--- src/rtl/pll_lock_supervisor_if.sv ---
`default_nettype none
// ---------------------------------------------------------------------------
// pll_lock_supervisor_if : CCC lock / fabric-reset signal bundle
// Rev 1.0 ; optional glitch_count port under PLL_SUP_GLITCH_FILTER_EN
// ---------------------------------------------------------------------------
interface pll_lock_supervisor_if #(
   parameter int CNT_W = 16
);
   logic             lock;
   logic             clr_count;
   logic             pll_arst_n;
   logic             fabric_rst_n;
   logic             ready;
   logic [1:0]       state;
   logic [CNT_W-1:0] loss_count;
   logic [CNT_W-1:0] timeout_count;
`ifdef PLL_SUP_GLITCH_FILTER_EN
   logic [7:0]       glitch_count;
`endif

   modport master (
      input  lock,
      input  clr_count,
      output pll_arst_n,
      output fabric_rst_n,
      output ready,
      output state,
      output loss_count,
      output timeout_count
`ifdef PLL_SUP_GLITCH_FILTER_EN
      , output glitch_count
`endif
   );

   modport slave (
      output lock,
      output clr_count,
      input  pll_arst_n,
      input  fabric_rst_n,
      input  ready,
      input  state,
      input  loss_count,
      input  timeout_count
`ifdef PLL_SUP_GLITCH_FILTER_EN
      , input glitch_count
`endif
   );
endinterface
`default_nettype wire

--- src/rtl/pll_lock_supervisor.sv ---
`default_nettype none
// ---------------------------------------------------------------------------
// pll_lock_supervisor : re-arms the CCC PLL and qualifies fabric reset/ready
// Rev 1.0 ; macro PLL_SUP_GLITCH_FILTER_EN enables the RUN-state lock glitch filter
// ---------------------------------------------------------------------------
module pll_lock_supervisor #(
   parameter int SYNC_STAGES      = 2,
   parameter int PLL_RST_CYCLES   = 64,
   parameter int LOCK_TIMEOUT     = 65536,
   parameter int LOCK_HOLD_CYCLES = 1024,
   parameter int CNT_W            = 16
) (
   input  wire logic             clk,
   input  wire logic             rst,
   pll_lock_supervisor_if.master bus
);

   localparam int c_max_ab  = (PLL_RST_CYCLES > LOCK_TIMEOUT) ? PLL_RST_CYCLES : LOCK_TIMEOUT;
   localparam int c_cyc_max = (c_max_ab > LOCK_HOLD_CYCLES) ? c_max_ab : LOCK_HOLD_CYCLES;
   localparam int c_cyc_w   = (c_cyc_max > 1) ? $clog2(c_cyc_max) : 1;

   localparam logic [c_cyc_w-1:0] c_rst_last  = c_cyc_w'(PLL_RST_CYCLES - 1);
   localparam logic [c_cyc_w-1:0] c_tmo_last  = c_cyc_w'(LOCK_TIMEOUT - 1);
   localparam logic [c_cyc_w-1:0] c_hold_last = c_cyc_w'(LOCK_HOLD_CYCLES - 1);

   typedef enum logic [1:0] {
      S_PLL_RESET = 2'd0,
      S_WAIT_LOCK = 2'd1,
      S_QUALIFY   = 2'd2,
      S_RUN       = 2'd3
   } state_t;

   logic [SYNC_STAGES-1:0] r_sync;
   logic                   w_lock_s;

   state_t                 r_state;
   state_t                 w_state_nxt;
   logic [c_cyc_w-1:0]     r_cyc;
   logic [c_cyc_w-1:0]     w_cyc_nxt;
   logic                   w_loss_inc;
   logic                   w_tmo_inc;

   logic                   r_pll_arst_n;
   logic                   r_fabric_rst_n;
   logic                   r_ready;
   logic [CNT_W-1:0]       r_loss_count;
   logic [CNT_W-1:0]       r_timeout_count;

`ifdef PLL_SUP_GLITCH_FILTER_EN
   logic [1:0]             r_low;
   logic [1:0]             w_low_nxt;
   logic                   w_glitch_inc;
   logic [7:0]             r_glitch_count;
`endif

   // LOCK is asynchronous; only the last synchroniser stage is ever used
   always_ff @(posedge clk or posedge rst) begin
      if (rst) begin
         r_sync <= '0;
      end else begin
         r_sync <= {r_sync[SYNC_STAGES-2:0], bus.lock};
      end
   end

   assign w_lock_s = r_sync[SYNC_STAGES-1];

   always_comb begin
      w_state_nxt = r_state;
      w_cyc_nxt   = r_cyc + 1'b1;
      w_loss_inc  = 1'b0;
      w_tmo_inc   = 1'b0;
`ifdef PLL_SUP_GLITCH_FILTER_EN
      w_low_nxt    = 2'd0;
      w_glitch_inc = 1'b0;
`endif
      case (r_state)
         S_PLL_RESET: begin
            if (r_cyc == c_rst_last) begin
               w_state_nxt = S_WAIT_LOCK;
               w_cyc_nxt   = '0;
            end
         end
         S_WAIT_LOCK: begin
            // lock arriving on the timeout cycle takes priority over re-arming
            if (w_lock_s) begin
               w_state_nxt = S_QUALIFY;
               w_cyc_nxt   = '0;
            end else if (r_cyc == c_tmo_last) begin
               w_state_nxt = S_PLL_RESET;
               w_cyc_nxt   = '0;
               w_tmo_inc   = 1'b1;
            end
         end
         S_QUALIFY: begin
            if (!w_lock_s) begin
               w_state_nxt = S_WAIT_LOCK;
               w_cyc_nxt   = '0;
            end else if (r_cyc == c_hold_last) begin
               w_state_nxt = S_RUN;
               w_cyc_nxt   = '0;
            end
         end
         S_RUN: begin
            w_cyc_nxt = '0;
`ifdef PLL_SUP_GLITCH_FILTER_EN
            if (!w_lock_s) begin
               if (r_low == 2'd3) begin
                  w_state_nxt = S_WAIT_LOCK;
                  w_loss_inc  = 1'b1;
               end else begin
                  w_low_nxt = r_low + 2'd1;
               end
            end else if (r_low != 2'd0) begin
               w_glitch_inc = 1'b1;
            end
`else
            if (!w_lock_s) begin
               w_state_nxt = S_WAIT_LOCK;
               w_loss_inc  = 1'b1;
            end
`endif
         end
         default: begin
            w_state_nxt = S_PLL_RESET;
            w_cyc_nxt   = '0;
         end
      endcase
   end

   // outputs decode the next state so they change on the state-entry edge
   always_ff @(posedge clk or posedge rst) begin
      if (rst) begin
         r_state        <= S_PLL_RESET;
         r_cyc          <= '0;
         r_pll_arst_n   <= 1'b0;
         r_fabric_rst_n <= 1'b0;
         r_ready        <= 1'b0;
      end else begin
         r_state        <= w_state_nxt;
         r_cyc          <= w_cyc_nxt;
         r_pll_arst_n   <= (w_state_nxt != S_PLL_RESET);
         r_fabric_rst_n <= (w_state_nxt == S_RUN);
         r_ready        <= (w_state_nxt == S_RUN);
      end
   end

   always_ff @(posedge clk or posedge rst) begin
      if (rst) begin
         r_loss_count    <= '0;
         r_timeout_count <= '0;
      end else if (bus.clr_count) begin
         r_loss_count    <= '0;
         r_timeout_count <= '0;
      end else begin
         if (w_loss_inc && (r_loss_count != '1)) begin
            r_loss_count <= r_loss_count + 1'b1;
         end
         if (w_tmo_inc && (r_timeout_count != '1)) begin
            r_timeout_count <= r_timeout_count + 1'b1;
         end
      end
   end

`ifdef PLL_SUP_GLITCH_FILTER_EN
   always_ff @(posedge clk or posedge rst) begin
      if (rst) begin
         r_low          <= 2'd0;
         r_glitch_count <= 8'd0;
      end else begin
         r_low <= w_low_nxt;
         if (bus.clr_count) begin
            r_glitch_count <= 8'd0;
         end else if (w_glitch_inc && (r_glitch_count != 8'hFF)) begin
            r_glitch_count <= r_glitch_count + 8'd1;
         end
      end
   end

   assign bus.glitch_count = r_glitch_count;
`endif

   assign bus.pll_arst_n    = r_pll_arst_n;
   assign bus.fabric_rst_n  = r_fabric_rst_n;
   assign bus.ready         = r_ready;
   assign bus.state         = r_state;
   assign bus.loss_count    = r_loss_count;
   assign bus.timeout_count = r_timeout_count;

endmodule
`default_nettype wire

--- src/flat_wrapper.sv ---
// flat-port wrapper written by rule: the top's interface ports become plain ports
module pll_lock_supervisor_flat 
#(
   parameter int SYNC_STAGES      = 2,
   parameter int PLL_RST_CYCLES   = 64,
   parameter int LOCK_TIMEOUT     = 65536,
   parameter int LOCK_HOLD_CYCLES = 1024,
   parameter int CNT_W            = 16
)
  (clk, rst, bus_lock, bus_clr_count, bus_pll_arst_n, bus_fabric_rst_n, bus_ready, bus_state, bus_loss_count, bus_timeout_count);
  pll_lock_supervisor_if #(.CNT_W(CNT_W)) bus_i ();
  input  wire logic clk;
  input  wire logic rst;
  input wire logic [$bits(bus_i.lock)-1:0] bus_lock;
  input wire logic [$bits(bus_i.clr_count)-1:0] bus_clr_count;
  output wire logic [$bits(bus_i.pll_arst_n)-1:0] bus_pll_arst_n;
  output wire logic [$bits(bus_i.fabric_rst_n)-1:0] bus_fabric_rst_n;
  output wire logic [$bits(bus_i.ready)-1:0] bus_ready;
  output wire logic [$bits(bus_i.state)-1:0] bus_state;
  output wire logic [$bits(bus_i.loss_count)-1:0] bus_loss_count;
  output wire logic [$bits(bus_i.timeout_count)-1:0] bus_timeout_count;
  assign bus_i.lock = bus_lock;
  assign bus_i.clr_count = bus_clr_count;
  assign bus_pll_arst_n = bus_i.pll_arst_n;
  assign bus_fabric_rst_n = bus_i.fabric_rst_n;
  assign bus_ready = bus_i.ready;
  assign bus_state = bus_i.state;
  assign bus_loss_count = bus_i.loss_count;
  assign bus_timeout_count = bus_i.timeout_count;
  pll_lock_supervisor #(.SYNC_STAGES(SYNC_STAGES), .PLL_RST_CYCLES(PLL_RST_CYCLES), .LOCK_TIMEOUT(LOCK_TIMEOUT), .LOCK_HOLD_CYCLES(LOCK_HOLD_CYCLES), .CNT_W(CNT_W)) u_core (.clk(clk), .rst(rst), .bus(bus_i));
endmodule
--- config.mk ---
export PLATFORM = sky130hd
export DESIGN_NAME = pll_lock_supervisor_flat
export DESIGN_NICKNAME = d
export VERILOG_FILES = /design/src/rtl/pll_lock_supervisor_if.sv /design/src/rtl/pll_lock_supervisor.sv /design/src/flat_wrapper.sv
export SDC_FILE = /design/constraint.sdc
export NUM_CORES = 1
export LEC_CHECK = 0
export ABC_AREA = 0
export CAP_MARGIN = 20
export CELL_PAD_IN_SITES_DETAIL_PLACEMENT = 1
export CELL_PAD_IN_SITES_GLOBAL_PLACEMENT = 2
export CORE_MARGIN = 2
export CORE_UTILIZATION = 39
export CTS_CLUSTER_SIZE = 25
export DETAILED_ROUTE_END_ITERATION = 12
export DONT_BUFFER_PORTS = 1
export GPL_ROUTABILITY_DRIVEN = 0
export PLACE_DENSITY_LB_ADDON = 0.1
export SYNTH_ARGS = -nofsm -noshare
export SYNTH_HDL_FRONTEND = slang
export SYNTH_SLANG_ARGS = --single-unit
--- constraint.sdc ---
create_clock -name clk -period 2.9 [get_ports clk]
set_input_delay 0.435 -clock clk [delete_from_list [all_inputs] [get_ports clk]]
set_output_delay 0.435 -clock clk [all_outputs]
set_load 0.02 [all_outputs]
==> results.yml <==
yosys:
  ys.warnings.count: 0
  yosys.cell_count.top_type: "dfrtp_1"
  synth-main-ff-cell: "dfrtp_1"
  ys_ff_latch: 54
  synth_top_area_cell: "dfrtp_1"
  number_of_synthesized_flops_with_an_enable_pin: 0
  synthCells: 295
  area_of_the_mapped_netlist_um2: 2830
  syn_area_per_cell_um2: 9.59
  ys_top_cells_by_count: "54 x dfrtp_1, 48 x nor2_1, 22 x xnor2_1"
  share_of_the_synthesized_area_in_the_top_cell_type_pct: 47.7
  synth_seq_area_share_pct: 47.7
  yosys-top-cells-area: "dfrtp_1 48%, xnor2_1 6.8%, nor2_1 6.4%"
  ys_types: 43
  asyncSetResetFlopFracSynth_pct: 100
  mappedNetlistNets: 302
drt:
  routedWlPerCell_um: 16.5
  route.antenna.remaining_nets: 0
  first_iter_violations: 98
  detailedRoute.firstPassIterationCount: 4
  detailroute.via_count: 2160
  drc: 0
  vias_per_cell: 5.48
  routed_wirelength_um: 6520
power_and_ir_drop:
  irDropWorstVdd_mv: 0.179
  leakage_nw: 1.22
  finalPower_mw: 1.29
  pwr_dens_nw_per_um2: 424
min_path:
  min-delay-path-class: "input port to async pin"
floorplanning:
  start_util_pct: 39.7
  die_area_um2: 7950
  ioPinCount: 41
  die_height_um: 89.2
  placement_rows: 31
  fp.dieW_um: 89.2
  core-area_um2: 7140
cts:
  cts_resized: 0
  cts_hold_buf: 0
  h_tree_level_count: 2
  tritoncts: "done"
  clk_latency_ns: 0.31
  cts.clk_slew.worst_paths_ns: 0.10
  clkSinkCount: 54
  number_of_buffers_added_for_setup_after_cts: 0
  clk_path_buf_depth: 2
  cts_inserted_buffers: 5
  cts-root-buf: "clkbuf_8"
place:
  dpl-instance-area_um2: 2920
  dp_cells: 386
  hpwlAfterDp_um: 4760
  dpl_worst_slack_ns: 0.532
  port_buffers: 0
finish:
  fraction_of_layout_instances_using_a_drive_strength_above_1_pct: 7.46
  nets: 301
  fillerInstances: 855
  final_cell_count_no_fill: 394
  finalCoreUtilization_pct: 42.5
  antenna-diode-count: 0
  final_design_area_no_fill_um2: 3040
  synth_to_final_area_change_pct: 7.29
timing:
  share_of_the_cycle_needed_by_the_critical_path_after_routing_pct: 81.7
  setup_tns_ns: 0
  timing.slew.headroom_pct: 53.3
  setup_viol: 0
  hold_slack_ns: 0.0248
  rsz_0062_raised_after_global_routing: "false"
  finalWorstSetupSlack_ns: 0.531
  maxSlewViolCount: 0
  max_slew.worst_pin.slew_ns: 0.695
  finalCriticalPeriod_ns: 2.37
  finalHoldViolCount: 0
  max_freq_ghz: 0.422
  finalClockSkew_ns: 0.00724
global_route:
  first_global_vias: 2140
  grt_util_all_layers_pct: 17.5
  antenna_found_initial: 0
  grt_max_degree: 36
  grt-ovfl-total: 0
  first_pass_grt_wire_length_um: 10800
worst_setup_path:
  critical_path.endpoint_type: "flip-flop"
  timing.critical_path.arrival_ns: 2.57
  criticalPathCategory: "flip-flop to flip-flop"
  worstSetupStartpointType: "flip-flop"
  required_ns: 3.10
  critical_path.max_fanout: 8
outcome:
  status: "finished clean"
job:
  max_capacitance_violation_count: 0
layer usage:
layer  share of wire [%]  vias up  wire (µm)  global-route usage (%)
li1                    -     1055          -                       -
met1                  50     1070       3230                    25.3
met2                  45       29       2960                    25.9
met3                 3.6        6        234                    3.88
met4                 1.4        0         88                    5.70
met5                   0        -          0                       0
worst max-delay path: stages, from the launching register on:
cell	delay, ns
dfrtp_1	0.41
ha_1	0.26
nand4_1	0.12
or4_1	0.63
nor3_4	0.30
and4_1	0.22
mux2_1	0.31
cell usage in the layout, fill, tap and decap left out, types with 3 or more instances in the layout:
| cell type | count |
|---|---|
| a21oi_1 | 11 |
| and3_1 | 8 |
| and4_1 | 7 |
| buf_4 | 3 |
| clkbuf_8 | 5 |
| dfrtp_1 | 54 |
| ha_1 | 3 |
| inv_1 | 6 |
| nand2_1 | 15 |
| nand3_1 | 17 |
| nand3b_1 | 3 |
| nand4_1 | 15 |
| nor2_1 | 48 |
| nor2b_1 | 3 |
| nor3_1 | 4 |
| nor4_1 | 11 |
| o21ai_0 | 6 |
| or2_2 | 3 |
| or3_1 | 6 |
| or4_1 | 6 |
| xnor2_1 | 22 |
| xor2_1 | 10 |
area by class of cell:
type	count	area, µm²	share of cell area (%)
clock inverters	3	43.8	1.44
inverters	7	26.3	0.865
well taps	99	124	4.08
repair buffers	3	22.5	0.742
flip-flops and latches	54	1350	44.5
multi-input cells	223	1400	46.1
clock buffers	5	68.8	2.27
where the power goes:
part / switching, mW / total (mW) / internal, mW
combinational: 0.0168 / 0.0208 / 0.00400
sequential: 0.000890 / 0.755 / 0.754
clock: 0.254 / 0.513 / 0.259
final timing paths:
check,slack [ns],cells past startpoint,end,startpoint
hold / removal,0.02,1,u_core.r_sync[0]$_DFF_PP0_,rst
setup reg to reg,0.53,6,u_core.bus.timeout_count[3]$_DFFE_PP0P_,u_core.r_cyc[0]$_DFF_PP0_
hold reg to reg,0.36,0,u_core.r_sync[1]$_DFF_PP0_,u_core.r_sync[0]$_DFF_PP0_
max in group asynchronous,2.27,2,u_core.r_cyc[11]$_DFF_PP0_,rst
min in group clk,0.15,0,u_core.r_sync[0]$_DFF_PP0_,bus_lock
setup / recovery,0.53,6,u_core.bus.timeout_count[3]$_DFFE_PP0P_,u_core.r_cyc[0]$_DFF_PP0_
state kept, by name (all words and copies together) (netlist names):
name                      flops
u_core.bus.state              2
u_core.r_sync                 2
u_core.bus.pll_arst_n         1
u_core.bus.timeout_count     16
u_core.r_cyc                 16
u_core.bus.fabric_rst_n       1
u_core.bus.loss_count        16
kinds of logic (layout without fill, tap and decap cells):
family,Yosys count,count (layout),synth area share [%]
and+or+nand+nor,156,156,30.6
DFF,54,54,47.7
xor gates and xnor gates,32,32,9.90
AOI/OAI and AO/OA,28,28,6.14
buffers and inverters,18,18,2.79
muxes,4,4,1.50
adders and majority gates,3,3,1.33
Power figures use the tool's default switching activity.
